$ cat config.mk
export PLATFORM = sky130hd
export DESIGN_NAME = du_issue_scheduler
export DESIGN_NICKNAME = d
export VERILOG_FILES = /design/src/rtl/du_issue_scheduler.sv
export SDC_FILE = /design/constraint.sdc
export NUM_CORES = 1
export LEC_CHECK = 0
export ABC_CLOCK_PERIOD_IN_PS = 7900
export CAP_MARGIN = 20
export CORE_MARGIN = 10
export CORE_UTILIZATION = 66
export CTS_CLUSTER_DIAMETER = 50
export DETAILED_ROUTE_END_ITERATION = 6
export PLACE_DENSITY = 0.89
export SETUP_SLACK_MARGIN = 0.15
export SYNTH_ARGS = -nofsm -noshare
export SYNTH_HDL_FRONTEND = slang
export SYNTH_SLANG_ARGS = --single-unit
$ cat constraint.sdc
create_clock -name clk -period 7.9 [get_ports clk]
set_input_delay 1.58 -clock clk [delete_from_list [all_inputs] [get_ports clk]]
set_output_delay 1.58 -clock clk [all_outputs]
set_load 0.03 [all_outputs]
$ cat src/rtl/du_issue_scheduler.sv
// Issue scheduler between the two decoder ways and Ex: orders the pair by pID, tracks pending
// rd writes per register, and grants 0..2 instructions per cycle in program order.
module du_issue_scheduler #(
  parameter int PID_W      = 2,
  parameter int SB_CNT_W   = 2,
  parameter bit DUAL_ISSUE = 1'b1
) (
  input  logic             clk,
  input  logic             rst_n,
  input  logic             way0_valid_i,
  input  logic [PID_W-1:0] way0_pID_i,
  input  logic [4:0]       way0_rs1Addr_i,
  input  logic             way0_rs1ReadEnable_i,
  input  logic [4:0]       way0_rs2Addr_i,
  input  logic             way0_rs2ReadEnable_i,
  input  logic [4:0]       way0_rdAddr_i,
  input  logic             way0_rdWrite_i,
  input  logic             way1_valid_i,
  input  logic [PID_W-1:0] way1_pID_i,
  input  logic [4:0]       way1_rs1Addr_i,
  input  logic             way1_rs1ReadEnable_i,
  input  logic [4:0]       way1_rs2Addr_i,
  input  logic             way1_rs2ReadEnable_i,
  input  logic [4:0]       way1_rdAddr_i,
  input  logic             way1_rdWrite_i,
  input  logic             ex_ready_i,
  input  logic             flush_i,
  input  logic [PID_W-1:0] flush_pID_i,
  input  logic             wb0_valid_i,
  input  logic [4:0]       wb0_rdAddr_i,
  input  logic             wb1_valid_i,
  input  logic [4:0]       wb1_rdAddr_i,
  output logic             way0_ready_o,
  output logic             way1_ready_o,
  output logic             slot0_valid_o,
  output logic             slot0_sel_o,
  output logic             slot1_valid_o,
  output logic             stall_o,
  output logic             sb_err_o
);

  localparam logic [SB_CNT_W-1:0] CNT_MAX = '1;

  // Handshake: wayN is consumed in the cycle wayN_valid_i && wayN_ready_o; until then the
  // DU register holds that way stable, though it may drop valid without a grant.
  logic [PID_W-1:0]    exp_pid_q, exp_pid_d, exp_pid_inc;
  logic [SB_CNT_W-1:0] sb_cnt_q [32];
  logic [SB_CNT_W-1:0] sb_cnt_d [32];
  logic                sb_err_q, sb_err_d;

  logic [1:0]       v, e1, e2, w;
  logic [PID_W-1:0] pid [2];
  logic [4:0]       rs1 [2];
  logic [4:0]       rs2 [2];
  logic [4:0]       rd  [2];
  logic [1:0]       haz;
  logic             m0, m1, has_first, f, s, sec_cand, pair_dep, s0, s1;

  assign v      = {way1_valid_i, way0_valid_i};
  assign e1     = {way1_rs1ReadEnable_i, way0_rs1ReadEnable_i};
  assign e2     = {way1_rs2ReadEnable_i, way0_rs2ReadEnable_i};
  assign w      = {way1_rdWrite_i, way0_rdWrite_i};
  assign pid[0] = way0_pID_i;
  assign pid[1] = way1_pID_i;
  assign rs1[0] = way0_rs1Addr_i;
  assign rs1[1] = way1_rs1Addr_i;
  assign rs2[0] = way0_rs2Addr_i;
  assign rs2[1] = way1_rs2Addr_i;
  assign rd[0]  = way0_rdAddr_i;
  assign rd[1]  = way1_rdAddr_i;

  // Hazards use the registered counts only, so a same-cycle writeback never unblocks.
  always_comb begin
    haz = '0;
    for (int i = 0; i < 2; i++) begin
      haz[i] = (e1[i] && rs1[i] != 5'd0 && sb_cnt_q[rs1[i]] != '0) ||
               (e2[i] && rs2[i] != 5'd0 && sb_cnt_q[rs2[i]] != '0) ||
               (w[i]  && rd[i]  != 5'd0 && sb_cnt_q[rd[i]] == CNT_MAX);
    end
  end

  assign exp_pid_inc = exp_pid_q + PID_W'(1);
  assign m0          = way0_valid_i && (way0_pID_i == exp_pid_q);
  assign m1          = way1_valid_i && (way1_pID_i == exp_pid_q);
  assign has_first   = m0 | m1;
  assign f           = ~m0 & m1;
  assign s           = ~f;
  assign sec_cand    = v[s] && (pid[s] == exp_pid_inc);
  assign pair_dep    = w[f] && rd[f] != 5'd0 &&
                       ((e1[s] && rs1[s] == rd[f]) || (e2[s] && rs2[s] == rd[f]) ||
                        (w[s] && rd[s] == rd[f]));

  assign s0 = rst_n && has_first && !flush_i && ex_ready_i && !haz[f];
  assign s1 = s0 && DUAL_ISSUE && sec_cand && !haz[s] && !pair_dep;

  assign slot0_valid_o = s0;
  assign slot0_sel_o   = f;
  assign slot1_valid_o = s1;
  assign way0_ready_o  = (s0 && !f) || (s1 && !s);
  assign way1_ready_o  = (s0 && f) || (s1 && s);
  assign stall_o       = rst_n && (way0_valid_i || way1_valid_i) && !s0;
  assign sb_err_o      = sb_err_q;

  assign exp_pid_d = flush_i ? flush_pID_i : exp_pid_q + PID_W'(s0) + PID_W'(s1);

  always_comb begin : sb_next
    logic                inc;
    logic [1:0]          dec;
    logic [SB_CNT_W:0]   sum;
    sb_err_d = sb_err_q;
    inc      = 1'b0;
    dec      = '0;
    sum      = '0;
    for (int r = 0; r < 32; r++) begin
      sb_cnt_d[r] = sb_cnt_q[r];
      if (r != 0) begin
        inc = (s0 && w[f] && rd[f] == 5'(r)) || (s1 && w[s] && rd[s] == 5'(r));
        dec = {1'b0, wb0_valid_i && wb0_rdAddr_i == 5'(r)} +
              {1'b0, wb1_valid_i && wb1_rdAddr_i == 5'(r)};
        sum = {1'b0, sb_cnt_q[r]} + (SB_CNT_W+1)'(inc);
        // Underflow clamps at zero and flags the stray writeback.
        if (sum < (SB_CNT_W+1)'(dec)) begin
          sb_cnt_d[r] = '0;
          sb_err_d    = 1'b1;
        end else begin
          sb_cnt_d[r] = SB_CNT_W'(sum - (SB_CNT_W+1)'(dec));
        end
      end
    end
  end

  always_ff @(posedge clk) begin
    if (!rst_n) begin
      exp_pid_q <= '0;
      sb_err_q  <= 1'b0;
      for (int r = 0; r < 32; r++) sb_cnt_q[r] <= '0;
    end else begin
      exp_pid_q <= exp_pid_d;
      sb_err_q  <= sb_err_d;
      for (int r = 0; r < 32; r++) sb_cnt_q[r] <= sb_cnt_d[r];
    end
  end

endmodule
# Yosys cells after proc, flatten, opt, wreduce, memory -nomap -nowiden
# Memories as Yosys holds them, arrays and structs flattened.
# Cells that the tools add are included.
# classes
n_eq_ne	133
bitwise_logic	38
n_reduce_logical	218
order_cmp	35
muxes	126
addsub	96
# op_table
operator	n
$eq A5 B5 Y1 const B	64
$eq A5 B4 Y1 const B	32
$logic_and A1 B1 Y1	159
$mux W2	67
$add A2 B1 Y3	31
$lt A3 B2 Y1	31
$eq A5 B3 Y1 const B	16
$add A1 B1 Y2	31
$sub A2 B2 Y2	31
$mux W5	12
$mux W1	47
$eq A5 B2 Y1 const B	8
$logic_or A1 B1 Y1	40
$reduce_bool A5 Y1	7
$or A1 B1 Y1	33
$reduce_bool A31 Y1	1
$eq A5 B1 Y1 const B	4
$eq A5 B5 Y1	3
$reduce_bool A2 Y1	4
$eq A2 B2 Y1	3
$logic_not A1 Y1	6
$add A2 B1 Y2	2
$eq A2 B2 Y1 const B	2
$ge A2 B2 Y1 const B	2
other kinds (7)	10
# word_totals
out_inout_bits	7
mem_count	1
in_bits	60
reg_bits	3
ram_bits	64
elab_cells	649
# memory_table
memory	depth	width	rd	rd_clocked_by_memory_dff	wr	line_no	source
sb_cnt_q	32	2	37	0	32	47	logic [SB_CNT_W-1:0] sb_cnt_q [32];

# Logic depth before layout (Yosys ltp)
# logic_depth
word_depth	52
depth_mapped	20
mapped_depth_nobuf	17

# Worst setup path after synthesis
# Ideal clock, no wire load.
# synth_timing
kind	input to output
from	in way1_rdAddr_i[0]
to	out way0_ready_o
n_path_buf	0
slack_ns	2.549
stages	8
t_required_ns	6.320
t_arrival_ns	3.771
path_cell_list	clkinv_1 mux4_2 nand2_1 a32o_1 o2111a_1 nor4_4 and3_1 a21o_1
# synth_between
elab_chain_len	13
elab_cells_between_ends	37
cone_classes	eq/ne (4); mux (10); reduce/logical (22); memory (1)
# synth_rtl
item	line_no	source
from (decl)	24	input logic [4:0] way1_rdAddr_i,
$mem_v2 Z32 W2 or $reduce_bool A5 Y1 (tied branches)	--	
$eq A2 B2 Y1 or $logic_and A1 B1 Y1 (tied branches)	78	(w[i] && rd[i] != 5'd0 && sb_cnt_q[rd[i]] == CNT_MAX);
$logic_and A1 B1 Y1	78	
$logic_or A1 B1 Y1	77	(e2[i] && rs2[i] != 5'd0 && sb_cnt_q[rs2[i]] != '0) ||
$mux W1 (implied by the code) (2 in a row)	93	assign s0 = rst_n && has_first && !flush_i && ex_ready_i && !haz[f];
$logic_not A1 Y1	93	
$logic_and A1 B1 Y1	93	
$logic_and A1 B1 Y1 (2 in a row)	94	assign s1 = s0 && DUAL_ISSUE && sec_cand && !haz[s] && !pair_dep;
$logic_and A1 B1 Y1 (*)	94	
net slot1_valid_o	37	output logic slot1_valid_o,
$logic_and A1 B1 Y1 (*)	99	assign way0_ready_o = (s0 && !f) || (s1 && !s);
$logic_or A1 B1 Y1 (*)	99	
to (decl)	33	output logic way0_ready_o,
# The timed path passes the listed nets; every way through them passes the cells marked *. The select of a mux whose other input is x is not followed.

# Worst setup path after layout
# layout_timing
from	in way1_pID_i[1]
to	out way0_ready_o
# layout_between
elab_chain_len	17
elab_cells_between_ends	63
cone_classes	eq/ne (5); mux (29); bitwise (5); reduce/logical (24)
# layout_rtl
item	line_no	source
from (decl)	19	input logic [PID_W-1:0] way1_pID_i,
$eq A2 B2 Y1	84	assign m1 = way1_valid_i && (way1_pID_i == exp_pid_q);
$logic_and A1 B1 Y1	84	
$and A1 B1 Y1	86	assign f = ~m0 & m1;
$not A1 Y1	87	assign s = ~f;
$not A1 Y2 (implied by the code)	88, 90, 91	
$mux W5 (implied by the code) (3 in a row)	90	((e1[s] && rs1[s] == rd[f]) || (e2[s] && rs2[s] == rd[f]) ||
$eq A5 B5 Y1	90	
$logic_and A1 B1 Y1	90	
$logic_or A1 B1 Y1 (2 in a row)	90	
$logic_and A1 B1 Y1	89	assign pair_dep = w[f] && rd[f] != 5'd0 &&
$logic_not A1 Y1	94	
$logic_and A1 B1 Y1	94	
$logic_and A1 B1 Y1	99	
$logic_or A1 B1 Y1 (*)	99	
# Mark *: on every way between the ends. The rest lies on a longest branch, timed or not. The select of a mux whose other input is x is not followed.

==> impl_metrics.ini <==
[placed_design]
place_inst = 1276
place_ws_ns = 1.17
port_buffers = 66
post-dp-hpwl_um = 24200
place_congestion = 1.05

[synth]
ys_warn_count = 0
yosysTopAreaCellShare_pct = 17.4
synthCells = 1082
netlist_area_um2 = 8890
ys_seq_area_share_pct = 14.6
synth_edf_count = 0
synth_area_leaders = ha_1 (17%), dfxtp_1 (15%), fa_1 (7.2%), nor2_1 (6.2%), mux4_2 (5.6%)
synth_ff_type = dfxtp_1
avgSynthCellArea_um2 = 8.22
yosys.area.top_type = ha_1
async_flop_share_pct = 0
synth-seq-cells = 65
synthDistinctLibCells = 74
syn_nets = 1298

[setup_path]
worstRegToRegCells = 17
critPathRequiredTime_ns = 6.32
worstSetupEndpointType = output pin
crit_path_max_fanout = 19
crit_type = primary input to output pin
arrival_ns = 5.26
startpoint_type = primary input

[global_route]
antenna_found_initial = 0
grt_use_total_pct = 33.4
grt_pass1_vias = 8685
grt.overflow.total = 0
grt_max_degree = 68
grt_pass1_wl_um = 48100

[cells_and_area]
nNetsFinal = 1327
post-route-util_pct = 74.5
drive_gt1_share_pct = 5.47
areaGrowthSynthToFinish_pct = 10.9
layoutNonFillerInstCount = 1291
layout_common_cells = nor2_1 (147), ha_1 (124), inv_1 (83), clkdlybuf4s50_1 (66), dfxtp_1 (65)
antenna_cells = 0
final_common_cell = nor2_1

[floorplan]
die_x_um = 136
core_area_um2 = 13200
design.portCount = 67
initial_core_util_pct = 67.1
die_h_um = 136
die_area_um2 = 18500
rows = 42

[power_and_ir_drop]
combPwrFrac_pct = 24.6
p_per_area_nw_per_um2 = 105
power.internal_mw = 0.708
p_switching_mw = 0.328
leakagePower_nw = 4.08
vdd_ir_drop_max_mv = 0.135
seqPwrFrac_pct = 33.1
power.share.switching_pct = 31.7
power_frac_clock_pct = 42.3

[flow_run]
cap_violations = 0

[timing]
hold_violations = 0
grt_setup_unrepaired = no
fin_tns_setup_ns = 0
timing.fmax_ghz = 0.146
tightest_slew_ns = 0.848
relSlewSlack_pct = 43.3
layout_setup_ws_ns = 1.06
worst_clock_skew_ns = 0.0113
period_share_pct = 86.6
slew_viol_final = 0
timing.final.crit_period_ns = 6.84
finalSetupViolations = 0

[detailed_routing]
first_pass_iters = 6
via_count = 9003
ant_nets = 0
drt_iter0_markers = 1474
wl_per_cell_um = 24.1
wirelength_um = 31200
via_per_inst = 6.97
drc = 0

[clock_tree]
htreeDepth = 3
postCtsSetupRepairBufs = 0
clock_path_buffers = 2
insertion_delay_ns = 0.35
cts_sinks = 65
clk_pin_slew_ns = 0.05
cts_hold_buf = 0
numCtsBuffers = 9
tritoncts = yes
root_buffer = clkbuf_16
post_cts_resized = 0

[hold_path]
hp-class = flip-flop to flip-flop
holdPathStages = 3

[run_status]
status = completed
[worst max-delay path, cell delays in order]
cell and delay [ns]:
clkdlybuf4s50_1 0.46, xnor2_1 0.30, and3_1 0.24, nand2_1 0.32, inv_1 0.60, a311oi_1 0.10, a211o_1 0.29, nor4_4 0.30
and3_1 0.29, a21o_1 0.11, clkdlybuf4s50_1 0.66
[power groups by stage]
stage / clock network (mW) / logic [mW] / registers, mW
floorplan: 0 / 0.159 / 0.346
global placement: 0 / 0.240 / 0.349
detailed placement: 0 / 0.244 / 0.349
CTS: 0.440 / 0.246 / 0.342
global route: 0.451 / 0.271 / 0.343
finish: 0.438 / 0.255 / 0.343
[area by class of cell]
class / count / area, um2
clock buffer: 10 / 229
clock inverter: 5 / 81.3
fill: 1002 / 3380
inverter: 87 / 329
multi-input combinational: 871 / 6960
sequential: 65 / 1300
tap: 176 / 220
timing repair buffer: 77 / 743
[cells in the mapped netlist (10+ instances only)]
cell      number
o211ai_1      11
nor3_1        32
xor2_1        22
a31oi_1       15
ha_1         124
nor2_1       147
a32o_1        23
nand3_1       37
dfxtp_1       65
nand2b_1      14
fa_1          32
buf_2         21
nor4_1        20
nor3b_1       54
mux4_2        22
xnor2_1       40
a21oi_1       33
o21ai_0       23
and3_1        44
inv_1         83
clkbuf_1      26
nand4_1       10
nand2_1       56
[cell families (layout without fill, tap and decap cells)]
| logic type | count (synthesis) | count (layout) | share of synthesized area, % |
|---|---|---|---|
| xor gates and xnor gates | 62 | 62 | 6.11 |
| DFF | 65 | 65 | 14.6 |
| muxes | 28 | 28 | 6.26 |
| AOI/OAI and AO/OA | 172 | 172 | 14.7 |
| buffers and inverters | 146 | 179 | 7.09 |
| adders and majority gates | 156 | 156 | 24.7 |
| and+or+nand+nor | 453 | 453 | 26.6 |
[sequential cells by signal, summed over array words and instances, names as in the netlist]
name / count
sb_err_o: 1
exp_pid_q: 2
sb_cnt_q: 62
[layer usage]
| metal | routed length [um] | share of wire (%) | vias up | GRT usage, % |
|---|---|---|---|---|
| met5 | 0 | 0 | - | 0 |
| met4 | 1780 | 5.7 | 0 | 18.0 |
| met3 | 3890 | 12 | 171 | 9.74 |
| met2 | 13700 | 44 | 678 | 51.4 |
| met1 | 11800 | 38 | 4180 | 41.3 |
| li1 | - | - | 3974 | - |
[stage by stage]
stage                     hold slack [ns]  total power [mW]  instance area, um2
after floorplan                     0.685             0.506                8890
after global placement              0.717             0.589                9550
after detailed placement            0.717             0.593                9550
after CTS                           0.728              1.03                9860
after global routing                0.795              1.06                9860
final                               0.749              1.04                9860
[path summary, 6_finish.rpt]
kind	startpoint	to	slack [ns]
max	way1_pID_i[1]	way0_ready_o	1.06
min	sb_err_o	sb_err_o	0.75
max reg2reg	exp_pid_q[0]	sb_err_o	2.70
min reg2reg	sb_err_o	sb_err_o	0.75
Power figures use the tool's default switching activity.
